`config.mk`:
```
export PLATFORM = sky130hd
export DESIGN_NAME = apb_master_arb
export DESIGN_NICKNAME = d
export VERILOG_FILES = /design/src/rtl/apb_master_arb.sv
export SDC_FILE = /design/constraint.sdc
export NUM_CORES = 1
export LEC_CHECK = 0
export ABC_AREA = 1
export CAP_MARGIN = 20
export CELL_PAD_IN_SITES_DETAIL_PLACEMENT = 1
export CELL_PAD_IN_SITES_GLOBAL_PLACEMENT = 2
export CORE_ASPECT_RATIO = 0.9
export CORE_MARGIN = 5
export CORE_UTILIZATION = 25
export DETAILED_ROUTE_END_ITERATION = 10
export GPL_TIMING_DRIVEN = 0
export PLACE_DENSITY = 0.92
export SETUP_SLACK_MARGIN = 0.1
export SLEW_MARGIN = 20
export SYNTH_ARGS = -nofsm -noshare
export SYNTH_HDL_FRONTEND = slang
export SYNTH_SLANG_ARGS = --single-unit
```
`constraint.sdc`:
```
create_clock -name PCLK -period 2.4 [get_ports PCLK]
set_input_delay 0.36 -clock PCLK [delete_from_list [all_inputs] [get_ports PCLK]]
set_output_delay 0.36 -clock PCLK [all_outputs]
set_load 0.005 [all_outputs]
```
`src/rtl/apb_master_arb.sv`:
```
// Two-client round-robin APB master.
// Shares one APB slave port and returns a per-transfer response.
module apb_master_arb #(
  parameter int DATA_SIZE = 32,
  parameter int ADDR_SIZE = 5,
  parameter int TIMEOUT   = 16
) (
  input  logic                   PCLK,
  input  logic                   PRESETn,
  input  logic                   req0_valid,
  input  logic                   req0_write,
  input  logic [ADDR_SIZE-1:0]   req0_addr,
  input  logic [DATA_SIZE-1:0]   req0_wdata,
  input  logic [DATA_SIZE/8-1:0] req0_strb,
  output logic                   req0_ready,
  input  logic                   req1_valid,
  input  logic                   req1_write,
  input  logic [ADDR_SIZE-1:0]   req1_addr,
  input  logic [DATA_SIZE-1:0]   req1_wdata,
  input  logic [DATA_SIZE/8-1:0] req1_strb,
  output logic                   req1_ready,
  output logic                   rsp0_valid,
  output logic [DATA_SIZE-1:0]   rsp0_rdata,
  output logic                   rsp0_err,
  output logic                   rsp1_valid,
  output logic [DATA_SIZE-1:0]   rsp1_rdata,
  output logic                   rsp1_err,
  output logic [ADDR_SIZE-1:0]   PADDR,
  output logic                   PSEL,
  output logic                   PENABLE,
  output logic                   PWRITE,
  output logic [DATA_SIZE-1:0]   PWDATA,
  output logic [DATA_SIZE/8-1:0] PSTRB,
  input  logic                   PREADY,
  input  logic [DATA_SIZE-1:0]   PRDATA,
  input  logic                   PSLVERR
);

  localparam int SW = DATA_SIZE / 8;
  localparam int CW = $clog2(TIMEOUT + 1);
  localparam logic [CW-1:0] CLAST =
    CW'(TIMEOUT - 1);

  typedef enum logic [1:0] {
    IDLE,
    SETUP,
    ACCESS
  } state_t;

  state_t        state;
  state_t        state_nx;
  logic          last;
  logic          owner;
  logic          grant;
  logic          accept;
  logic          expired;
  logic          done;
  logic [CW-1:0] cnt;

  // Pick the requester; on contention favour the one not served last.
  always_comb begin
    grant = 1'b0;
    unique case (1'b1)
      (req0_valid & req1_valid):  grant = ~last;
      (req1_valid & ~req0_valid): grant = 1'b1;
      default:                    grant = 1'b0;
    endcase
  end

  // Handshake and transfer-termination decode.
  always_comb begin
    req0_ready = (state == IDLE)
               & req0_valid & ~grant;
    req1_ready = (state == IDLE)
               & req1_valid & grant;
    accept     = req0_ready | req1_ready;
    expired    = ~PREADY & (cnt == CLAST);
    done       = (state == ACCESS)
               & (PREADY | expired);
  end

  // Next-state logic and APB phase outputs.
  always_comb begin
    state_nx = state;
    PSEL     = 1'b0;
    PENABLE  = 1'b0;
    unique case (state)
      IDLE: begin
        if (accept) state_nx = SETUP;
      end
      SETUP: begin
        PSEL     = 1'b1;
        state_nx = ACCESS;
      end
      ACCESS: begin
        PSEL    = 1'b1;
        PENABLE = 1'b1;
        if (done) state_nx = IDLE;
      end
      default: state_nx = IDLE;
    endcase
  end

  // State register.
  always_ff @(posedge PCLK or negedge PRESETn) begin
    if (!PRESETn) state <= IDLE;
    else          state <= state_nx;
  end

  // Capture the accepted request and advance the pointer.
  always_ff @(posedge PCLK or negedge PRESETn) begin
    if (!PRESETn) begin
      last   <= 1'b1;
      owner  <= 1'b0;
      PADDR  <= '0;
      PWRITE <= 1'b0;
      PWDATA <= '0;
      PSTRB  <= '0;
    end else if (accept) begin
      last  <= grant;
      owner <= grant;
      if (grant) begin
        PADDR  <= req1_addr;
        PWRITE <= req1_write;
        PWDATA <= req1_wdata;
        PSTRB  <= req1_write ? req1_strb
                             : {SW{1'b0}};
      end else begin
        PADDR  <= req0_addr;
        PWRITE <= req0_write;
        PWDATA <= req0_wdata;
        PSTRB  <= req0_write ? req0_strb
                             : {SW{1'b0}};
      end
    end
  end

  // Count ACCESS cycles spent waiting on PREADY.
  always_ff @(posedge PCLK or negedge PRESETn) begin
    if (!PRESETn)
      cnt <= '0;
    else if (state != ACCESS)
      cnt <= '0;
    else if (!PREADY)
      cnt <= cnt + 1'b1;
  end

  // One-cycle response pulse; data and error hold afterwards.
  always_ff @(posedge PCLK or negedge PRESETn) begin
    if (!PRESETn) begin
      rsp0_valid <= 1'b0;
      rsp0_rdata <= '0;
      rsp0_err   <= 1'b0;
      rsp1_valid <= 1'b0;
      rsp1_rdata <= '0;
      rsp1_err   <= 1'b0;
    end else begin
      rsp0_valid <= done & ~owner;
      rsp1_valid <= done & owner;
      if (done & ~owner) begin
        rsp0_rdata <= (PREADY & ~PWRITE)
                    ? PRDATA : '0;
        rsp0_err   <= PREADY ? PSLVERR : 1'b1;
      end
      if (done & owner) begin
        rsp1_rdata <= (PREADY & ~PWRITE)
                    ? PRDATA : '0;
        rsp1_err   <= PREADY ? PSLVERR : 1'b1;
      end
    end
  end

endmodule

```
### Word level (Yosys, flattened, before mapping)

Cells that the tools add are included.

| storage, ports and cells | value |
|---|---|
| input bits | 122 |
| bits in latches | 0 |
| memory bits (writable) | 0 |
| bits in read-only memories | 0 |
| memories | 0 |
| register bits after elaboration | 119 |
| output and inout port bits | 114 |
| word-level logic and storage cells | 60 |

| operators by class | value |
|---|---|
| shift operators | 0 |
| add/subtract/negate cells | 1 |
| multipliers | 0 |
| div/mod/pow operators | 0 |
| equal/unequal tests | 7 |
| mux-type cells | 16 |
| bitwise operators | 19 |
| order comparisons | 0 |
| reductions and logical operators | 3 |

Operators by type and width:

| cell | count |
|---|---|
| 32-bit 2-to-1 mux | 2 |
| 5-bit 2-to-1 mux | 3 |
| 4-bit 2-to-1 mux | 3 |
| 1-bit bitwise AND | 11 |
| 2-bit inequality test, second input constant | 3 |
| 1-bit NOT | 6 |
| 2-bit case mux with 3 select lines | 1 |
| 5-bit by 1-bit adder with 5-bit output, second input constant | 1 |
| 5-bit by 4-bit == test with 1-bit output, second input constant | 1 |
| 1-bit 2-to-1 mux | 4 |
| 2-bit 2-to-1 mux | 2 |
| 2-bit by 1-bit == test with 1-bit output, second input constant | 1 |
| 2-bit == test, second input constant | 1 |
| 2-bit logical NOT | 1 |
| 2-bit by 1-bit inequality test with 1-bit output, second input constant | 1 |
| 1-bit OR | 2 |
| 1-bit case mux with 2 select lines | 1 |
| 2-bit AND reduction | 1 |
| 2-bit OR reduction | 1 |

### Longest topological paths before layout

| logic depth | value |
|---|---|
| word-level depth | 8 |
| depth in mapped cells | 10 |
| mapped depth without buffers | 9 |

### Worst setup path after synthesis

OpenSTA, ideal clock, no wires.

| path | value |
|---|---|
| path kind | register to register |
| start | register cnt[0] |
| end | register rsp0_rdata[17] |
| cell stages (with the launch flop) | 11 |
| setup time | 0.121 ns |
| buffers on the path | 2 |
| clock period less this slack | 1.565 ns |
| data required time | 2.279 ns |
| slack | 0.835 ns |
| data arrival time | 1.445 ns |
| cells stage by stage | dfrtp_1 -> ha_1 -> nand2_1 -> nor2_1 -> ha_1 -> nor2_4 -> nor3_4 -> buf_6 -> buf_6 -> nand2_1 -> o21ai_1 |

| between the ends | value |
|---|---|
| word-level cells in the longest chain between the ends | 5 |

RTL lines:

| item | RTL line | text |
|---|---|---|
| from (decl) | 58 | `logic [CW-1:0] cnt;` |
| from (signal assigned) | 145 | `cnt <= cnt + 1'b1;` |
| 5-bit by 4-bit == test with 1-bit output | 77 | `expired = ~PREADY & (cnt == CLAST);` |
| 1-bit bitwise AND | 77 |  |
| 1-bit OR | 79 | `& (PREADY \| expired);` |
| 1-bit bitwise AND | 79 |  |
| 1-bit bitwise AND | 160 | `if (done & ~owner) begin` |
| to (signal assigned) | 161 | `rsp0_rdata <= (PREADY & ~PWRITE)` |
| to (decl) | 23 | `output logic [DATA_SIZE-1:0] rsp0_rdata,` |

No other way between the ends.
A chain may end at the register's enable or synchronous reset.

### Worst setup path after layout

| path | value |
|---|---|
| start | register state[1] |
| end | output PSEL |

| between the ends | value |
|---|---|
| word-level cells in the longest chain between the ends | 3 |
| elaborated cells on any way between the ends | 4 |
| classes of those cells | eq/ne: 2; mux: 1; reduce/logical: 1 |

RTL lines:

| item | RTL line | text |
|---|---|---|
| from (decl) | 50 | `state_t state;` |
| from (signal assigned) | 107 | `else state <= state_nx;` |
| 2-bit == test / 2-bit by 1-bit == test with 1-bit output (equally long branches) | 87 | `unique case (state)` |
| 2-bit OR reduction (no line) * | - |  |
| 1-bit 2-to-1 mux * | 87 |  |
| to (decl) | 29 | `output logic PSEL,` |

Mark *: on every way between the ends. The rest lies on a longest branch, timed or not.

==> results.ini <==
[logic_synthesis]
synth_compound_area_share_pct=6.938
yosysWarnings=0
synth_simple_gate_area_share_pct=27.22
syn-num-nets=865
synth-seq-cells=119
synth_top_family_by_area=simple AND/OR/NAND/NOR gates
synthMuxAreaShare_pct=0
synth_xor_xnor_area_share_pct=0
yosysSeqAreaShare_pct=52.95
synth_cell_types=20
netlist_instances=737
synth_adder_area_share_pct=1.334
syn-cell-area_sq_um=5627
postSynthAreaPerCell_sq_um=7.635

[timing]
clock.fmax_mhz=478.4
hold_ws_ps=436.0
worst_slew_pin_slew_ps=536.5
relSlewSlack_pct=64.24
hold_violations=0
setup_viol=0
fin_setup_tns_ps=0
finalClockSkew_ps=12.01
rsz0062_at_grt=no
fin_crit_sh_pct=87.10
finalWorstSetupSlack_ps=309.6
min_period_ps=2090
drv_slew=0

[routing]
drtAntennaViolNets=0
postRouteWirelength_um=20660
vias=5560
drt_iter0_markers=183
vias_per_cell=4.270
wl_per_cell_um=15.87
first_pass_iters=4
drc=0

[placed_design]
dpl_cell_area_sq_um=8383
pre_cts_slack_ps=71.15
post-dp-hpwl_um=15890
portBuffers=235
gp_congestion=0.7997

[finish]
area_growth_pct=58.84
layout-drive-gt1-share_pct=7.562
nFillCells=2707
nNetsFinal=1121
final_util_pct=40.05
final_cell_area_sq_um=8937
antenna_cells=0

[clock_network]
cts_inserted_buffers=17
path_clk_slew_ps=60
cts_tree=built
htree_levels=4
clkLatencyLatePin_ps=420
clock_sinks=119
postCtsSetupBuffers=0
cts-root-buf=clkbuf_16
clock_path_buffers=2

[floorplanning]
row_count=52
die_x_um=168.1
dieArea_sq_um=25610
io_pins=236
core_area_sq_um=22320
die_h_um=152.3
initial_core_util_pct=25.21

[setup_path]
r2r-start=cnt[0]
end_kind=output pin
required_ps=2040
cp.arrival_ps=1730
start_kind=flop
crit_fanout=3
crit_start=state[1]
path_class=flop to output pin

[pwr]
max-vdd-ir-drop_mv=0.4033
intPower_w=0.006139
power_density_nw_per_um2=1053
p_sw_share_pct=34.79
switchingPower_w=0.003275
seqPwrFrac_pct=34.2
p_leak_nw=4.325
p_comb_share_pct=41.2
pwr-share-clk_pct=24.6

[status]
outcome=completed

[job]
cap_violations=0

[global_route]
grt_pass1_vias=5874
grt_max_degree=74
grt-ovfl-total=0
antenna_found_initial=1
grt.total_usage_pct=16.18
grt_pass1_wl_um=32770

[worst_hold_path]
hp-class=input pin to asynchronous set/reset pin

-- cell type report --
cell class | count | area [sq um] | share of cell area [%]
clock buffer | 17 | 425.4 | 4.760
inverter | 112 | 420.4 | 4.704
buffer | 39 | 232.7 | 2.604
clock inverter | 14 | 103.9 | 1.162
sequential | 119 | 2979 | 33.33
timing repair buffer | 237 | 2396 | 26.81
multi-input combinational | 467 | 2008 | 22.47
tap | 297 | 371.6 | 4.158
-- cells in the mapped netlist --
| master | number | area share (%) |
|---|---|---|
| nor3_4 | 2 | 0.58 |
| buf_2 | 22 | 2.0 |
| a21oi_1 | 2 | 0.18 |
| dfstp_2 | 1 | 0.47 |
| or2_2 | 1 | 0.11 |
| inv_1 | 110 | 7.3 |
| nand3_1 | 46 | 4.1 |
| buf_4 | 3 | 0.40 |
| nor3_1 | 1 | 0.089 |
| nor2_1 | 36 | 2.4 |
| o21ai_0 | 44 | 3.9 |
| buf_6 | 6 | 1.2 |
| ha_1 | 6 | 1.3 |
| inv_2 | 2 | 0.13 |
| buf_1 | 1 | 0.067 |
| nand2_1 | 296 | 20 |
| clkbuf_1 | 7 | 0.47 |
| dfrtp_1 | 118 | 52 |
| nor2_4 | 1 | 0.20 |
| o21ai_1 | 32 | 2.8 |
-- registers in the layout, summed over array words and instances (netlist names) --
| register | count |
|---|---|
| rsp0_err | 1 |
| owner | 1 |
| cnt | 5 |
| rsp1_rdata | 32 |
| PWRITE | 1 |
| PSTRB | 4 |
| rsp0_rdata | 32 |
| rsp0_valid | 1 |
| state | 2 |
| rsp1_valid | 1 |
| PADDR | 5 |
| PWDATA | 32 |
| last | 1 |
| rsp1_err | 1 |
-- worst paths after layout --
check	to	slack, ps	cells after the start
max reg2reg	rsp0_rdata[4]	460	8
min reg2reg	PWDATA[8]	470	2
max in group asynchronous	last	1210	3
min in group PCLK	PWDATA[8]	470	2
max	PSEL	310	3
min	rsp0_rdata[14]	440	2
-- worst max-delay path: stages (launching register included) --
cell and delay, ps:
dfrtp_1 380, inv_2 70, ha_2 350, clkdlybuf4s50_1 520
-- cell usage in the layout, fill, tap and decap left out, types with 2 or more instances in the layout --
cell type / instances
nand2_1: 296
clkdlybuf4s50_1: 232
dfrtp_1: 118
inv_1: 108
nand3_1: 45
o21ai_0: 44
nor2_1: 36
o21ai_1: 32
buf_2: 21
clkbuf_16: 17
clkbuf_1: 7
buf_6: 6
ha_1: 5
inv_2: 4
buf_4: 4
clkinv_2: 4
clkinv_4: 4
clkinvlp_4: 3
inv_6: 3
nor3_4: 2
-- cells by family after synthesis --
| family | Yosys count |
|---|---|
| fa+ha+maj | 6 |
| simple gates | 383 |
| flops | 119 |
| compound gates | 78 |
| buf+inv | 151 |
-- power by group through the flow --
stage                     logic (W)  registers, W  clock network [W]
after global placement      0.00387       0.00322                  0
after CTS                   0.00399       0.00323            0.00240
after floorplan             0.00144       0.00326                  0
final                       0.00388       0.00322            0.00231
after detailed placement    0.00395       0.00325                  0
after global routing        0.00433       0.00332            0.00249
-- layer usage --
metal  routed length (um)  up-vias  track usage [%]
met5                    7        -                0
met3                 2166       12            7.808
li1                     -     2736                -
met2                 9454      206            26.82
met4                  136        2            2.821
met1                 8893     2604            19.38
-- repair_timing --
action | 4_1_cts | 5_1_grt
hold buffers | 1 | 0
endpoints found under the hold margin | 46 | 0
endpoints found under the setup margin | 2 | 1
gates resized for setup | 4 | 4
-- per-stage QoR --
stage / instances / total power [W]
after global placement: 1269 / 0.007091
after floorplan: 737 / 0.004700
final: 1302 / 0.009414
after global routing: 1302 / 0.01015
after detailed placement: 1270 / 0.007206
after CTS: 1302 / 0.009622
Power figures use the tool's default switching activity.
